<file path="config.mk">
export PLATFORM = sky130hd
export DESIGN_NAME = ddsm_ncl_pipe_flat
export DESIGN_NICKNAME = d
export VERILOG_FILES = /design/src/rtl/ddsm_ncl_pipe_if.sv /design/src/rtl/ddsm_ncl_pipe.sv /design/src/flat_wrapper.sv
export SDC_FILE = /design/constraint.sdc
export NUM_CORES = 1
export LEC_CHECK = 0
export CAP_MARGIN = 30
export CORE_MARGIN = 4
export CORE_UTILIZATION = 25
export DETAILED_ROUTE_END_ITERATION = 10
export PLACE_DENSITY = 0.43
export SKIP_LAST_GASP = 1
export SYNTH_ARGS = -nofsm -noshare
export SYNTH_HDL_FRONTEND = slang
export SYNTH_SLANG_ARGS = --single-unit
</file>
<file path="constraint.sdc">
create_clock -name i_clk -period 3.8 [get_ports i_clk]
set_input_delay 0.76 -clock i_clk [delete_from_list [all_inputs] [get_ports i_clk]]
set_output_delay 0.76 -clock i_clk [all_outputs]
set_load 0.005 [all_outputs]
</file>
<file path="src/rtl/ddsm_ncl_pipe_if.sv">
// ---------------------------------------------------------------------------
// ddsm_ncl_pipe_if
// Bundle of the sample-side and result-side signals of the MASH
// noise-cancellation pipe.
//   i_en     sample strobe from the accumulator cascade
//   i_c1..3  1-bit carries of stages 1..3, already time-aligned
//   o_y      signed 4-bit NCL output
//   o_y_off  unsigned offset version of o_y (o_y + OFS)
//   o_valid  o_y/o_y_off carry a new sample this cycle
//   o_warm   differentiator history holds only real samples
// The master modport is the producer of carries (accumulator side),
// the slave modport is the NCL pipe itself.
// ---------------------------------------------------------------------------
interface ddsm_ncl_pipe_if;
  logic       i_en;
  logic       i_c1;
  logic       i_c2;
  logic       i_c3;
  logic [3:0] o_y;
  logic [2:0] o_y_off;
  logic       o_valid;
  logic       o_warm;

  modport master (
    output i_en, i_c1, i_c2, i_c3,
    input  o_y, o_y_off, o_valid, o_warm
  );

  modport slave (
    input  i_en, i_c1, i_c2, i_c3,
    output o_y, o_y_off, o_valid, o_warm
  );
endinterface

</file>
<file path="src/rtl/ddsm_ncl_pipe.sv">
// ---------------------------------------------------------------------------
// ddsm_ncl_pipe
// Pipelined MASH noise-cancellation logic:
//   y = c1 + (1 - z^-1) c2 + (1 - z^-1)^2 c3
// Stage 1 registers c1 and the two differentiated carries; stage 2 sums
// them into a signed 4-bit word and an offset unsigned word.
//
// Parameters
//   P_ORDER  modulator order 1..3; carries of higher stages are ignored
// Ports
//   i_clk    clock, rising edge
//   i_rst    synchronous active-high reset
//   bus      ddsm_ncl_pipe_if.slave (carries in, y/valid/warm out)
// ---------------------------------------------------------------------------
module ddsm_ncl_pipe #(
  parameter int P_ORDER = 3
) (
  input  logic                  i_clk,
  input  logic                  i_rst,
  ddsm_ncl_pipe_if.slave        bus
);

  // Offset that maps the signed output range onto 0..2^P_ORDER-1.
  localparam logic [2:0] OFS     = (P_ORDER == 1) ? 3'd0 :
                                   (P_ORDER == 2) ? 3'd1 : 3'd3;
  localparam logic [1:0] ORD_CNT = 2'(P_ORDER);

  // Differentiator history, only shifted on accepted samples
  logic       r_c2d1;
  logic       r_c3d1;
  logic       r_c3d2;

  // Stage-1 registers
  logic       r_v1;
  logic       r_c1;
  logic [3:0] r_d2;
  logic [3:0] r_d3;

  // Warm-up tracking
  logic [1:0] r_cnt;
  logic       r_warm1;

  // Stage-2 (output) registers
  logic [3:0] r_y;
  logic [2:0] r_yOff;
  logic       r_valid;
  logic       r_warm;

  logic [3:0] w_d2;
  logic [3:0] w_d3;
  logic [1:0] w_cntNext;
  logic       w_warmHit;
  logic [3:0] w_sum;
  logic [2:0] w_yOff;

  // First and second differences of the higher-stage carries. The
  // arithmetic is done modulo 16, which yields the correct two's-complement
  // values for the small ranges involved (-1..1 and -2..2). Stages above
  // the configured order contribute nothing.
  always_comb begin
    w_d2 = 4'd0;
    w_d3 = 4'd0;
    if (P_ORDER >= 2) begin
      w_d2 = {3'b000, bus.i_c2} - {3'b000, r_c2d1};
    end
    if (P_ORDER >= 3) begin
      w_d3 = {3'b000, bus.i_c3} - {2'b00, r_c3d1, 1'b0} + {3'b000, r_c3d2};
    end
  end

  // Saturating count of accepted samples; warm is reached once the
  // sample being accepted is the P_ORDER-th one since reset.
  always_comb begin
    w_cntNext = (r_cnt == 2'd3) ? 2'd3 : r_cnt + 2'd1;
    w_warmHit = (w_cntNext >= ORD_CNT);
  end

  // Stage 1: capture c1 and the differences, shift the history. Nothing
  // but the valid bit moves during an enable gap, so the differences are
  // always between consecutive accepted samples.
  always_ff @(posedge i_clk) begin
    if (i_rst) begin
      r_v1    <= 1'b0;
      r_c1    <= 1'b0;
      r_d2    <= 4'd0;
      r_d3    <= 4'd0;
      r_c2d1  <= 1'b0;
      r_c3d1  <= 1'b0;
      r_c3d2  <= 1'b0;
      r_cnt   <= 2'd0;
      r_warm1 <= 1'b0;
    end else begin
      r_v1 <= bus.i_en;
      if (bus.i_en) begin
        r_c1   <= bus.i_c1;
        r_d2   <= w_d2;
        r_d3   <= w_d3;
        r_c2d1 <= bus.i_c2;
        r_c3d1 <= bus.i_c3;
        r_c3d2 <= r_c3d1;
        r_cnt  <= w_cntNext;
        if (w_warmHit) begin
          r_warm1 <= 1'b1;
        end
      end
    end
  end

  // Stage-2 sum. The offset word is computed in 3 bits: the true value
  // always lies in 0..7, so modulo-8 addition of the low bits is exact.
  always_comb begin
    w_sum  = {3'b000, r_c1} + r_d2 + r_d3;
    w_yOff = w_sum[2:0] + OFS;
  end

  // Stage 2: register the result; outputs hold during bubbles. Warm is
  // delayed alongside the data so it rises with the matching valid.
  always_ff @(posedge i_clk) begin
    if (i_rst) begin
      r_y     <= 4'd0;
      r_yOff  <= 3'd0;
      r_valid <= 1'b0;
      r_warm  <= 1'b0;
    end else begin
      r_valid <= r_v1;
      r_warm  <= r_warm1;
      if (r_v1) begin
        r_y    <= w_sum;
        r_yOff <= w_yOff;
      end
    end
  end

  assign bus.o_y     = r_y;
  assign bus.o_y_off = r_yOff;
  assign bus.o_valid = r_valid;
  assign bus.o_warm  = r_warm;

endmodule

</file>
<file path="src/flat_wrapper.sv">
// flat-port wrapper written by rule: the top's interface ports become plain ports
module ddsm_ncl_pipe_flat 
#(
  parameter int P_ORDER = 3
)
  (i_clk, i_rst, bus_i_en, bus_i_c1, bus_i_c2, bus_i_c3, bus_o_y, bus_o_y_off, bus_o_valid, bus_o_warm);
  ddsm_ncl_pipe_if bus_i ();
  input  logic i_clk;
  input  logic i_rst;
  input wire logic [$bits(bus_i.i_en)-1:0] bus_i_en;
  input wire logic [$bits(bus_i.i_c1)-1:0] bus_i_c1;
  input wire logic [$bits(bus_i.i_c2)-1:0] bus_i_c2;
  input wire logic [$bits(bus_i.i_c3)-1:0] bus_i_c3;
  output wire logic [$bits(bus_i.o_y)-1:0] bus_o_y;
  output wire logic [$bits(bus_i.o_y_off)-1:0] bus_o_y_off;
  output wire logic [$bits(bus_i.o_valid)-1:0] bus_o_valid;
  output wire logic [$bits(bus_i.o_warm)-1:0] bus_o_warm;
  assign bus_i.i_en = bus_i_en;
  assign bus_i.i_c1 = bus_i_c1;
  assign bus_i.i_c2 = bus_i_c2;
  assign bus_i.i_c3 = bus_i_c3;
  assign bus_o_y = bus_i.o_y;
  assign bus_o_y_off = bus_i.o_y_off;
  assign bus_o_valid = bus_i.o_valid;
  assign bus_o_warm = bus_i.o_warm;
  ddsm_ncl_pipe #(.P_ORDER(P_ORDER)) u_core (.i_clk(i_clk), .i_rst(i_rst), .bus(bus_i));
endmodule
</file>
==> impl_metrics.ini <==
[drt]
avgViaCountPerCell = 4.07
routed_wl_microns = 1380
topRoutingLayerUsed = met4
post-route-drc-count = 0
met3WireLength_microns = 106
wl_met2_microns = 562
dr_total_vias = 586
wl_met1_microns = 699
drtAntennaViolNets = 0
drtIter0Drc = 30
wl_per_cell_microns = 9.59
firstDrtPassIters = 4

[worst_setup_path]
crit_type = reg2reg
cp_common_cell = fa_1
rrSetupSlack_ns = 1.80
crit_fanout = 2
crit_chain = fa_1 -> fa_1 -> inv_1 -> ha_1 -> xnor2_1 -> a211oi_2
worst_path_max_delay_cell = fa_1
endpoint_kind = flop
worstPathRequired_ns = 4.01
max_stage_delay_ns = 0.53
setup.worst_path.start_class = flop
arrival_ns = 2.21

[yosys]
synth_area_sq_um = 910
ys_top_cells_by_count = dfxtp_1 (22), nor2_1 (19), mux2i_1 (10)
synth_most_common_cell = dfxtp_1
yosysUniqueCellTypes = 20
synth_mux_area_share_pct = 11.0
yosys.area_share.adder_pct = 12.7
syn_inst = 86
yosys.area.top_type_share_pct = 48.4
synthArstFlopShare_pct = 0
ys_warn_count = 0
netlist_top_cells_area = dfxtp_1 (48%), mux2i_1 (11%), ha_1 (8.3%)
synth_ff_type = dfxtp_1
yosysTopAreaCell = dfxtp_1
synth_compound_area_share_pct = 7.84
synthSimpleGateAreaFrac_pct = 12.0
syn_nets = 100
syn_avg_cell_area_sq_um = 10.6
synth_seq_cells = 22
synth_top_family_by_area = adder cells
ys_seq_area_share_pct = 48.4
synth_edf_count = 0
synth_xor_xnor_area_share_pct = 2.75

[placed_design]
io_buffers = 14
place_inst = 141
place.gp.congestion = 0.694
hpwl_microns = 1030
pre_cts_ws_ns = 1.59

[cells_and_area]
syn2layout_area_growth_pct = 20.5
layout.cells.non_filler = 144
drive_gt1_share_pct = 5.10
finalNetCount = 114
insertedDiodeCount = 0
post-route-util_pct = 32.1

[die]
core_area_sq_um = 3420
dieArea_sq_um = 4670
die_w_microns = 68.3
die_h_microns = 68.3
io_pins = 15
initial_core_util_pct = 26.6
rows = 21

[clock_network]
cts_sinks = 22
cts_setup_buffers = 0
ctsLongestPathBuffers = 2
cts.htree.levels = 1
clk_pin_slew_ns = 0.11
numCtsBuffers = 3
ctsHoldBuffers = 0
cts_resized = 0
clock_latency_ns = 0.30
cts_tree = done
cts-root-buf = clkbuf_4

[timing]
relSlewSlack_pct = 47.9
finalHoldViolCount = 0
worst_pin_slew_ns = 0.779
period_share_pct = 52.6
clock_skew_ns = 0.00536
post-route-min-period_ns = 2.00
setup_violations = 0
setup_tns_ns = 0
final_max_slew_viol_count = 0
clock.fmax_mhz = 501
worst_hold_slack_ns = 0.476
setup_slack_ns = 1.80
rsz0062_at_grt = false

[hold_path]
hold_path.class = reg2reg

[job]
maxCapViolCount = 0

[global_routing]
overflow = 0
grt_max_degree = 22
grt_antenna_before_repair = 0
grt_pass1_wl_microns = 2520
grt_pass1_vias = 568
grt_use_total_pct = 7.31

[power_and_ir_drop]
p_per_area_nw_per_um2 = 382
max-vdd-ir-drop_mv = 0.201
p_leak_nw = 0.453

[outcome]
status = completed
==> final timing paths <==
check,from,to,cells after the start
max,u_core.r_d3[0],u_core.bus.o_y_off[2],6
min,u_core.r_warm1,u_core.bus.o_warm,1
max reg2reg,u_core.r_d3[0],u_core.bus.o_y_off[2],6
min reg2reg,u_core.r_warm1,u_core.bus.o_warm,1
==> report_power, final <==
group          internal (W)  switching (W)
logic             0.0000360      0.0000278
clock network     0.0000369      0.0000637
registers          0.000245      0.0000100
total              0.000317       0.000102
==> worst max-delay path: cells and delay by family (launching register included) <==
family                     cells  cell delay, ns
AOI/OAI and AO/OA              1            0.20
xor gates and xnor gates       1            0.14
adders and majority gates      3            1.18
buffers and inverters          1            0.05
DFF                            1            0.35
==> sequential cells by signal, summed over array words and instances, names as in the netlist <==
signal and flops:
u_core.bus.o_y_off 3, u_core.r_d3 3, u_core.r_warm1 1, u_core.bus.o_y 4
u_core.r_c2d1 1, u_core.r_c3d2 1, u_core.r_d2 2, u_core.r_c3d1 1
u_core.r_cnt 2, u_core.r_c1 1, u_core.bus.o_valid 1, u_core.r_v1 1
u_core.bus.o_warm 1
==> layout make-up <==
type	instances	area, sq um
Clock buffer	3	22.5
Tap cell	46	57.6
Multi-Input combinational cell	55	420
Fill cell	370	2320
Sequential cell	22	440
Inverter	4	15.0
Timing Repair Buffer	14	140
==> kinds of logic after synthesis <==
group | after synthesis
flip-flops | 22
AO/OA/AOI/OAI | 9
multiplexers | 10
adder cells (fa/ha/maj) | 8
AND/OR/NAND/NOR | 26
buffers and inverters | 9
XOR/XNOR | 2
==> placed cells by master (no fill, tap or decap), drive strengths merged <==
cell type       n
ha              6
a21oi           1
dfxtp          22
a21o            1
nor2           19
inv             4
nor3            1
nand2b          1
nor2b           3
fa              2
a211oi          6
a311oi          1
clkdlybuf4s50  14
mux2i          10
xnor2           2
nand2           2
clkbuf          3
==> layer usage <==
metal | global-route usage [%] | vias to the layer above
met5 | 0 | -
met2 | 11.1 | 18
met1 | 8.86 | 254
met4 | 2.23 | 0
met3 | 3.94 | 2
li1 | - | 312
==> per-stage QoR <==
step,area (sq um),power (W)
after floorplan,910,0.000301
after global placement,1070,0.000324
after detailed placement,1070,0.000326
after CTS,1100,0.000429
after global routing,1100,0.000451
final,1100,0.000419
Power figures use the tool's default switching activity.
==> RTL edit: new RTL, same settings <==
Make the reset (`i_rst`) asynchronous in 2 clocked blocks. Comments in the files are not updated.
--- a/src/rtl/ddsm_ncl_pipe.sv
+++ b/src/rtl/ddsm_ncl_pipe.sv
@@ -78,7 +78,7 @@
   // Stage 1: capture c1 and the differences, shift the history. Nothing
   // but the valid bit moves during an enable gap, so the differences are
   // always between consecutive accepted samples.
-  always_ff @(posedge i_clk) begin
+  always_ff @(posedge i_clk or posedge i_rst) begin
     if (i_rst) begin
       r_v1    <= 1'b0;
       r_c1    <= 1'b0;
@@ -115,7 +115,7 @@
 
   // Stage 2: register the result; outputs hold during bubbles. Warm is
   // delayed alongside the data so it rises with the matching valid.
-  always_ff @(posedge i_clk) begin
+  always_ff @(posedge i_clk or posedge i_rst) begin
     if (i_rst) begin
       r_y     <= 4'd0;
       r_yOff  <= 3'd0;
Behaviour: differs if i_rst is asserted again (counterexample within 4 cycles, from zero or initial values and one cycle with i_rst high); with i_rst held inactive, the same outputs for 10 cycles.
==> RTL edit against the original RTL <==
Clock skew shrank 0.0026 ns. Area after synthesis rose by 2.9%. Worst setup slack improved by 0.029 ns. Final area increased by 6.0%. Sequential cell count stayed put. Wire length rose by 2.7%. Count of clock-buffer cells in the layout unchanged.
Power is not compared: it rests on default switching activity, and its combinational part moved more than twofold at a synthesized area within 25%.
==> RTL edit: results (changes against the original RTL) <==
* H-Tree Depth at 1 (unchanged)
* Initial Util at 27.0% (+0.35 points)
* Share of cells above drive strength 1 at 15.5% (+10 points)
* Post-Place Setup Slack at 1.69 ns (+0.0997 ns)
* Ys flop type: dfrtp_1
* Iteration-0 DRC Markers at 13 (-57%)
* Placed instance area at 1120 µm² (+4.4%)
* Fill cell count at 365 (-1.4%)
* Max reg flops at 4 (unchanged)
* Fin nets at 100 (-12%)
* Vias in the first global route at 547 (-3.7%)
* Vias per Instance at 4.14 (+1.7%)
* WL final at 1420 µm (+2.7%)
* Number of distinct library cells after synthesis at 15 (-25%)
* Avg WL per Cell at 10.9 µm (+14%)
* R2R Setup Slk at 1.83 ns (+0.03 ns)
* Post-CTS Setup Bufs at 0 (unchanged)
* Largest net degree at the start of global routing at 23 (+4.5%)
* Total GRT Usage at 6.60% (-0.71 points)
* Kind of critical path: register to register
* Root Driver: clkbuf_8
* Commonest cells post-synth: dfrtp_1 (22), mux2_2 (10), inv_1 (7), nor2_1 (7), ha_1 (6)
* Outcome: finished, final reports clean
* Syn Nets at 83 (-17%)
* Synth async-reset ratio at 100% (+100 points)
* Clock group at 136 µW
* First-pass GRT wire length at 2510 µm (-0.28%)
* TritonRoute pass-1 iters at 3 (-1)
* Worst-Margin Slew at 0.837 ns (+0.0576 ns)
* Hpwl dp at 1080 µm (+4.5%)
* Worst flop-to-flop path startpoint: u_core.r_d3[0]$_DFFE_PP0P_
* CTS Buf Count at 3 (unchanged)
* Synth top area cells: dfrtp_1 (59%), mux2_2 (12%), ha_1 (8.0%), fa_1 (4.3%), mux2i_1 (3.2%)
* Register area share after synthesis at 58.8% (+10 points)
* Ratio of final minimum period to clock period at 51.8% (-0.77 points)
* Mapped Avg Cell Area at 13.6 µm² (+28%)
* Dpl cells at 127 (-9.9%)
* Setup crit end: u_core.bus.o_y_off[2]$_DFFE_PP0P_
* Port bufs at 14 (unchanged)
* Hold WS at 0.383 ns (-0.0926 ns)
* Clk_lat worst skew at 0.25 ns (-0.05 ns)
* Arr. time, crit path at 2.09 ns (-0.12 ns)
* Reg clk slew, reported paths at 0.07 ns (-0.04 ns)
* Gp weighted congestion at 0.592 (-15%)
* Skew final at 0.00274 ns (-0.00263 ns)
-- RTL edit: area by class of cell --
type                    instances  area, µm²  share of cell area [%]
well taps                      46       57.6                    4.95
repair buffers                 14        140                    12.1
inverters                       7       26.3                    2.26
flip-flops and latches         22        551                    47.4
multi-input cells              38        347                    29.8
clock buffers                   3       41.3                    3.55
-- RTL edit: routing by layer --
metal  vias to the layer above  GRT usage (%)  part of all wire (%)
met5                         -              0                     0
met4                         0           1.95                   1.3
met3                         2           3.48                   6.8
met2                        13           9.75                    44
met1                       265           8.36                    47
li1                        258              -                     -
-- RTL edit: worst min path at each step --
stage / startpoint / endpoint / cells after the start
3_3_place_gp: u_core.r_warm1$_DFFE_PP0P_ / u_core.bus.o_warm$_DFF_PP0_ / 0
3_5_place_dp: u_core.r_warm1$_DFFE_PP0P_ / u_core.bus.o_warm$_DFF_PP0_ / 0
4_1_cts: u_core.r_warm1$_DFFE_PP0P_ / u_core.bus.o_warm$_DFF_PP0_ / 0
2_1_floorplan: u_core.r_v1$_DFF_PP0_ / u_core.bus.o_valid$_DFF_PP0_ / 0
6_report: u_core.r_warm1$_DFFE_PP0P_ / u_core.bus.o_warm$_DFF_PP0_ / 0
5_1_grt: u_core.r_warm1$_DFFE_PP0P_ / u_core.bus.o_warm$_DFF_PP0_ / 0
-- RTL edit: kinds of logic after synthesis --
kind of cell             count (synthesis)  synth area share [%]
buffers and inverters                    9                  4.14
AO/OA/AOI/OAI                            6                  3.74
multiplexers                            13                  15.2
XOR/XNOR                                 2                  1.87
adder cells (fa/ha/maj)                  8                  12.3
AND/OR/NAND/NOR                          9                  3.88
flip-flops                              22                  58.8
